[src/rtl/phase_sequencer_pkg.sv]
// Shared encodings for the phase sequencer: operating modes and FSM states.
package phase_seq_pkg;

    localparam logic [1:0] MODE_STOP = 2'b00;
    localparam logic [1:0] MODE_RUN  = 2'b01;
    localparam logic [1:0] MODE_STEP = 2'b10;

    typedef enum logic [1:0] {
        IDLE  = 2'd0,
        PHASE = 2'd1,
        WAIT  = 2'd2
    } state_t;

    // True when an idle sequencer should begin a new instruction.
    function automatic logic mode_starts(input logic [1:0] mode, input logic step);
        return (mode == MODE_RUN) || ((mode == MODE_STEP) && step);
    endfunction

endpackage

[src/rtl/phase_sequencer_timer.sv]
// Loadable down-counter that stops at zero; expired_o flags the last dwell cycle.
module phase_timer #(
    parameter int W = 4
) (
    input  logic         clk,
    input  logic         rst_n,
    input  logic         load_i,
    input  logic [W-1:0] value_i,
    output logic         expired_o
);

    logic [W-1:0] cnt_q, cnt_d;

    always_comb begin
        cnt_d = cnt_q;
        if (load_i)
            cnt_d = value_i;
        else if (cnt_q != '0)
            cnt_d = cnt_q - 1'b1;
    end

    always_ff @(posedge clk or negedge rst_n) begin
        if (!rst_n)
            cnt_q <= '0;
        else
            cnt_q <= cnt_d;
    end

    assign expired_o = (cnt_q == '0);

endmodule

[src/rtl/phase_sequencer.sv]
// Single-clock phase sequencer: one-hot phase enables/strobes, exec_done stall with
// timeout, run/stop/single-step control and a retired-instruction counter.
module phase_sequencer
    import phase_seq_pkg::*;
#(
    parameter int NUM_PHASES = 5,
    parameter int LEN_W      = 4,
    parameter int WAIT_PHASE = 2,
    parameter int TIMEOUT    = 255,
    parameter int RET_W      = 32
) (
    input  logic                        clk,
    input  logic                        rst_n,
    input  logic [1:0]                  mode,
    input  logic                        step,
    input  logic [NUM_PHASES*LEN_W-1:0] phase_len,
    input  logic                        exec_done,
    output logic [NUM_PHASES-1:0]       phase_act,
    output logic [NUM_PHASES-1:0]       phase_start,
    output logic                        inst_done,
    output logic                        busy,
    output logic                        timeout_err,
    output logic [RET_W-1:0]            retired
);

    if (NUM_PHASES < 2 || WAIT_PHASE >= NUM_PHASES) begin : g_bad_cfg
        $error("phase_sequencer: need NUM_PHASES >= 2 and WAIT_PHASE < NUM_PHASES");
    end

    localparam int PH_W = (NUM_PHASES > 2) ? $clog2(NUM_PHASES) : 1;
    localparam int WC_W = (TIMEOUT > 1) ? $clog2(TIMEOUT + 1) : 1;
    localparam logic [PH_W-1:0] LAST_IDX = PH_W'(NUM_PHASES - 1);
    localparam logic [PH_W-1:0] WAIT_IDX = PH_W'(WAIT_PHASE);

    state_t                  state_q;
    logic [PH_W-1:0]         idx_q;
    logic [NUM_PHASES-1:0]   act_q, start_q;
    logic [RET_W-1:0]        ret_q;
    logic                    err_q, seen_q;
    logic [WC_W-1:0]         wcnt_q;

    logic                    dwell_exp, timed_out, last_cycle, wrap, start_req, enter;
    logic [PH_W-1:0]         next_idx;
    logic [NUM_PHASES-1:0]   next_onehot;
    logic [LEN_W-1:0]        next_len;

    always_comb begin
        timed_out  = (TIMEOUT != 0) && (wcnt_q == WC_W'(TIMEOUT)) && !exec_done;
        last_cycle = 1'b0;
        case (state_q)
            PHASE:   last_cycle = dwell_exp && ((idx_q != WAIT_IDX) || seen_q || exec_done);
            WAIT:    last_cycle = exec_done || timed_out;
            default: last_cycle = 1'b0;
        endcase
        start_req = (state_q == IDLE) && mode_starts(mode, step);
        wrap      = last_cycle && (idx_q == LAST_IDX);
        // Run mode chains straight into the next instruction without a bubble.
        enter     = start_req || (last_cycle && (!wrap || (mode == MODE_RUN)));
        next_idx  = (start_req || wrap) ? '0 : idx_q + 1'b1;
        next_len  = phase_len[next_idx*LEN_W +: LEN_W];
    end

    for (genvar gi = 0; gi < NUM_PHASES; gi++) begin : g_onehot
        assign next_onehot[gi] = (next_idx == PH_W'(gi));
    end

    phase_timer #(.W(LEN_W)) u_dwell (
        .clk       (clk),
        .rst_n     (rst_n),
        .load_i    (enter),
        .value_i   (next_len),
        .expired_o (dwell_exp)
    );

    always_ff @(posedge clk or negedge rst_n) begin
        if (!rst_n) begin
            state_q <= IDLE;
            idx_q   <= '0;
            act_q   <= '0;
            start_q <= '0;
            ret_q   <= '0;
            err_q   <= 1'b0;
            seen_q  <= 1'b0;
            wcnt_q  <= '0;
        end else begin
            start_q <= '0;
            if ((state_q == WAIT) && timed_out)
                err_q <= 1'b1;
            if (wrap)
                ret_q <= ret_q + 1'b1;
            if (enter) begin
                state_q <= PHASE;
                idx_q   <= next_idx;
                act_q   <= next_onehot;
                start_q <= next_onehot;
                seen_q  <= 1'b0;
            end else if (last_cycle) begin
                state_q <= IDLE;
                act_q   <= '0;
            end else begin
                seen_q <= seen_q | exec_done;
                if ((state_q == PHASE) && dwell_exp) begin
                    state_q <= WAIT;
                    wcnt_q  <= WC_W'(1);
                end else if (state_q == WAIT) begin
                    wcnt_q  <= wcnt_q + 1'b1;
                end
            end
        end
    end

    assign phase_act   = act_q;
    assign phase_start = start_q;
    assign inst_done   = wrap;
    assign busy        = (state_q != IDLE);
    assign timeout_err = err_q;
    assign retired     = ret_q;

endmodule

[config.mk]
export PLATFORM = sky130hd
export DESIGN_NAME = phase_sequencer
export DESIGN_NICKNAME = d
export VERILOG_FILES = /design/src/rtl/phase_sequencer_pkg.sv /design/src/rtl/phase_sequencer_timer.sv /design/src/rtl/phase_sequencer.sv
export SDC_FILE = /design/constraint.sdc
export NUM_CORES = 1
export LEC_CHECK = 0
export BUFFER_PORTS_ARGS = -buffer_cell sky130_fd_sc_hd__clkbuf_2
export CAP_MARGIN = 0
export CORE_ASPECT_RATIO = 1.2
export CORE_MARGIN = 2
export CORE_UTILIZATION = 50
export CTS_CLUSTER_SIZE = 30
export DETAILED_ROUTE_END_ITERATION = 8
export PLACE_DENSITY_LB_ADDON = 0.3
export SETUP_SLACK_MARGIN = 0.4
export SLEW_MARGIN = 25
export SYNTH_ARGS = -nofsm -noshare
export SYNTH_HDL_FRONTEND = slang
export SYNTH_SLANG_ARGS = --single-unit
export TNS_END_PERCENT = 30
[constraint.sdc]
create_clock -name clk -period 2.79 [get_ports clk]
set_input_delay 0.279 -clock clk [delete_from_list [all_inputs] [get_ports clk]]
set_output_delay 0.279 -clock clk [all_outputs]
set_load 0.05 [all_outputs]
* After elaboration in Yosys (flattened, before gate mapping)
Cells that the tools add are included.
Word-level totals: register bits 61, bits in latches 0, memory bits (writable) 0, memory bits (read-only) 0, memories kept 0
Cells by class: $add $sub $neg 4, multipliers 0, div/mod/pow operators 0, $lt $le $gt $ge 0, equal/unequal tests 12, shifts and indexed selects 1, multiplexer cells 14, bitwise gates (word level) 3, reductions and logical operators 27
Operator list (number):
- $add A32 B1 Y32 const B | 1
- $shiftx A20 B6 Y4 | 1
- $mux W8 | 2
- $mux W5 | 3
- $add A8 B1 Y8 const B | 1
- $eq A8 B8 Y1 const B | 1
- $logic_and A1 B1 Y1 | 8
- $mux W4 | 2
- $reduce_bool A2 Y1 | 4
- $logic_or A1 B1 Y1 | 7
- $eq A3 B2 Y1 const B | 2
- $eq A3 B3 Y1 const B | 2
- $mux W2 | 3
- $eq A2 B1 Y1 const B | 2
- $eq A2 B2 Y1 const B | 2
- $logic_not A4 Y1 | 1
- $reduce_bool A4 Y1 | 1
- $sub A4 B1 Y4 const B | 1
- $add A3 B1 Y3 const B | 1
- $eq A3 B1 Y1 const B | 1
- $logic_not A3 Y1 | 1
- $mux W3 | 1
- $ne A3 B2 Y1 const B | 1
- $reduce_and A3 Y1 | 1
- other kinds (8) | 11

* Depth between registers and ports, before layout
word-level depth 12, depth in mapped cells 10, depth with buffers taken out 7

* By module
From an unflattened synthesis, not the netlist that was laid out.
Unflattened totals: cell total of the unflattened synthesis 309, area total of the unflattened synthesis 3288.2 µm²
By module, submodules not included:
- phase_sequencer | instances 1, cells each 287, area an instance 3054.2 µm², sequential area each 1426.4 µm²
- phase_timer | instances 1, cells each 22, area an instance 234.0 µm², sequential area each 100.1 µm²

* Worst setup path before layout
No wires, ideal clock.
path kind register to register, start point reg u_dwell.cnt_q[0], end point reg ret_q[1], in the netlist retired[1], library setup time 125 ps, arrival 2223 ps, required time 2665 ps, slack 442 ps, cell stages (with the launch flop) 10, clock period less this slack 2348 ps, path through dfrtp_1 inv_1 ha_1 nor4bb_1 buf_2 o21a_1 buf_2 o211a_4 buf_2 mux2_2
On the way: cells in the longest elaborated chain, start to end 4
RTL lines:
- start: declaration | line phase_sequencer_timer.sv:12 | logic [W-1:0] cnt_q, cnt_d;
- start signal: assignment | line phase_sequencer_timer.sv:26 | cnt_q <= cnt_d;
- $logic_not A4 Y1 | line phase_sequencer_timer.sv:29 | assign expired_o = (cnt_q == '0);
- $logic_and A1 B1 Y1 | line phase_sequencer.sv:51 | PHASE: last_cycle = dwell_exp && ((idx_q != WAIT_IDX) || seen_q || exec_done);
- $pmux W1 S2 | line phase_sequencer.sv:50 | case (state_q)
- $logic_and A1 B1 Y1 | line phase_sequencer.sv:56 | wrap = last_cycle && (idx_q == LAST_IDX);
- via inst_done | line phase_sequencer.sv:20 | output logic inst_done,
- end signal: assignment | line phase_sequencer.sv:90 | ret_q <= ret_q + 1'b1;
- end: declaration | line phase_sequencer.sv:38 | logic [RET_W-1:0] ret_q;
The timed path passes the listed nets, and every way through them passes these cells. A chain may end at the register's enable or synchronous reset.

* Worst setup path in the final report
start point reg state_q[1], end point reg u_dwell.cnt_q[0]
On the way: cells in the longest elaborated chain, start to end 8, elaborated cells between the ends (all ways) 15
RTL lines:
- start: declaration | line phase_sequencer.sv:35 | state_t state_q;
- start signal: assignment | line phase_sequencer.sv:77 | state_q <= IDLE;
- start signal: assignment | line phase_sequencer.sv:92 | state_q <= PHASE;
- start signal: assignment | line phase_sequencer.sv:98 | state_q <= IDLE;
- branches (longest 8 deep; another with $shiftx A20 B6 Y4)
Several ways; the timed one is not identified.

==> out/qor.txt <==
Setup ws final: 0.474 ns
Root buffer cell: clkbuf_8
Clock Pin Slew Worst Setup and Hold Paths: 0.07 ns
VDD IR max: 642 uV
Syn Nets: 353
Yosys top cell area share: 0.478
# nets final: 443
Final setup vio count: 0
Gr usage total: 0.224
FP Rows: 31
Avg WL per Cell: 15.1 um
EDFF count, synth: 0
Setup Slack @ Placement: 0.347 ns
GPL Wtd Cong: 0.786
Largest family of logic cells by synthesized area: simple AND/OR/NAND/NOR gates
First-pass GRT wire length: 12.3 mm
Worst hold path type: input pin to flip-flop
Post-DP HPWL: 5.21 mm
Largest stage delay, worst path: 0.52 ns
TritonCTS clock tree: done
CTS H-tree depth: 3
Share of flip-flops with an asynchronous set or reset: 1.00
Max Slew Vio Count: 0
1st-iter DRT viols: 149
Setup tns final: 0 ns
Via count: 2,772
Multi-input logic area: 1680 sq um
Top_reg_cell synth: dfrtp_1
Worst Path Max Fanout: 8
Synth warn: 0
Leakage: 1.99 nW
Drt drc: 0
Fin crit share: 0.830
Simple-gate portion of the synthesized area: 0.201
Remaining antenna violation count: 0
Via density: 5.61
Synth unique cells: 47
FMAX: 0.432 GHz
Num CTS Buffers: 9
Die footprint: 7040 sq um
Final Hold Fails: 0
Vias in the first global route: 2,673
Antenna Cells: 0
Chip width: 77.0 um
Starting Density: 0.524
Status: finished, final reports clean
Total wire length: 7.44 mm
Mapped Area: 3190 sq um
Max-Cap Viols: 0
CP arrival: 2.59 ns
Slew @ Worst Pin: 0.634 ns
Register area share after synthesis: 0.478
Area contributors post-synth: dfrtp_1 48%, xnor2_1 4.9%, xor2_1 3.8%
Clock latency on the worst-skew pair: 0.35 ns
Total gr overflow: 0
Synth area leader: dfrtp_1
Ratio of cells with drive above 1 in the final layout: 0.296
Initial antenna violation count: 0
Largest net degree at the start of global routing: 33
Cells after Synth: 318
Crit-path slowest cell: or4_1
Synth Area in Compound Gates: 0.149
Adder-cell share of the synthesized area: 0.0353
Min cycle time layout: 2.32 ns
#FFs+latches synth: 61
Seq. cell area: 1530 sq um
Xor/xnor share of the synthesized area: 0.0878
CP required: 3.06 ns
WS Path Type: flip-flop to flip-flop
Fill cells: 498
Mux cell area share after synthesis: 0.0196
I/O Pins: 71
Slew headroom: 0.576
CTS Buffer Depth: 2
Die height: 91.5 um
Startpoint Class: flip-flop
Port bufs: 70
Area delta synth->final: 26.6%
Router iterations before antenna repair: 4
Worst path cell trace: inv_2 > ha_1 > nor4bb_2 > buf_4 > o21a_4 > o211a_4 > or4_1 > a32oi_1
RSZ-0062 raised after global routing: yes
Power density of the placed cells: 745 nW/um^2
CTS sink count: 61
Setup crit end kind: flip-flop
Post-Syn Area per Cell: 10.0 sq um
Core ar.: 6090 sq um
Skew final: 0.0109 ns
layout by cell type (no fill, tap or decap), drive strengths merged, types with 3 or more instances in the layout:
master,count
clkbuf,81
nor2,25
ha,9
o31ai,11
xnor2,18
o21a,4
o211a,3
buf,17
nand4,9
or3,3
o2bb2ai,3
a31oi,5
a21oi,8
inv,13
mux2i,4
or4,5
a32oi,4
and4,5
nor3,11
dfrtp,61
and3,9
xor2,14
o21ai,18
and2,3
o211ai,4
nand3,13
nand2,23
nor4,5
worst max-delay path, delay by kind of cell, from the launching register on:
family,cells,cell delay (ns)
AND/OR/NAND/NOR,2,0.69
adder cells (fa/ha/maj),1,0.19
flip-flops,1,0.40
AO/OA/AOI/OAI,3,0.70
buffers and inverters,2,0.24
synthesized netlist by cell type, types with 7 or more instances:
master and n:
xor2_1 14, o21ai_0 17, and3_1 9, xnor2_1 18, clkbuf_1 7, ha_1 9, nand3_1 13, a21oi_1 8
nand2_1 23, nor3_1 11, nor2_1 25, o31ai_1 11, dfrtp_1 61, inv_1 13, nand4_1 9
worst paths after layout:
kind	slack, ns	endpoint	cells after the start	from
min in group asynchronous	0.27	wcnt_q[2]$_DFFE_PN0P_	2	rst_n
max in group asynchronous	1.96	retired[8]$_DFFE_PN0P_	3	rst_n
worst max register to register	0.47	u_dwell.cnt_q[0]$_DFFE_PN0P_	8	state_q[1]$_DFFE_PN0P_
worst max-delay path	0.47	u_dwell.cnt_q[0]$_DFFE_PN0P_	8	state_q[1]$_DFFE_PN0P_
worst min register to register	0.48	retired[31]$_DFFE_PN0P_	1	retired[31]$_DFFE_PN0P_
worst min-delay path	0.21	u_dwell.cnt_q[0]$_DFFE_PN0P_	3	phase_len[0]
sequential cells by signal (all words and copies together), names as in the netlist:
name and flops:
u_dwell.cnt_q 4, timeout_err 1, idx_q 3, retired 32
wcnt_q 8, seen_q 1, phase_act 5, phase_start 5
state_q 2
per-layer routing:
metal	global-route usage	wire [um]	vias to the layer above
met5	0	0	-
met4	0.126	128	0
met3	0.0328	300	10
met2	0.391	3810	71
met1	0.261	3200	1339
li1	-	-	1352
kinds of logic after synthesis:
logic type / Yosys count
buffers and inverters: 24
xor gates and xnor gates: 32
and+or+nand+nor: 120
AOI/OAI and AO/OA: 66
DFF: 61
adders and majority gates: 9
muxes: 6
report_power, final:
part           internal, mW  switching (mW)
combinational         0.431           0.729
clock                 0.388           0.349
sequential             1.01           0.109
total                  1.83            1.19
what timing repair did:
| item | 4_1_cts | 5_1_grt |
|---|---|---|
| hold endpoints to repair | 31 | 0 |
| hold buffers | 1 | 0 |
| cloned | 1 | 2 |
| setup endpoints to repair | 13 | 39 |
| pin swaps | 1 | 8 |
| buffers inserted | 1 | 7 |
| gates resized for setup | 4 | 14 |
stage by stage:
step                      power (mW)   util  instances  hold slack, ns  cell area, sq um
after floorplan                 1.90      -        318         -0.0166              3190
after global placement          2.15  0.603        467          0.0827              3670
after detailed placement        2.17  0.603        467          0.0760              3670
after CTS                       2.94  0.641        485           0.162              3900
after global routing            3.21  0.664        494           0.210              4040
final                           3.01  0.664        494           0.206              4040
final cells by class:
class | instances | area share
sequential | 61 | 0.378
inverter | 13 | 0.0121
clock inverter | 3 | 0.00495
clock buffer | 12 | 0.0409
multi-input combinational | 236 | 0.417
timing repair buffer | 87 | 0.123
tap | 82 | 0.0254
No activity file was read; power rests on OpenSTA's default activity.
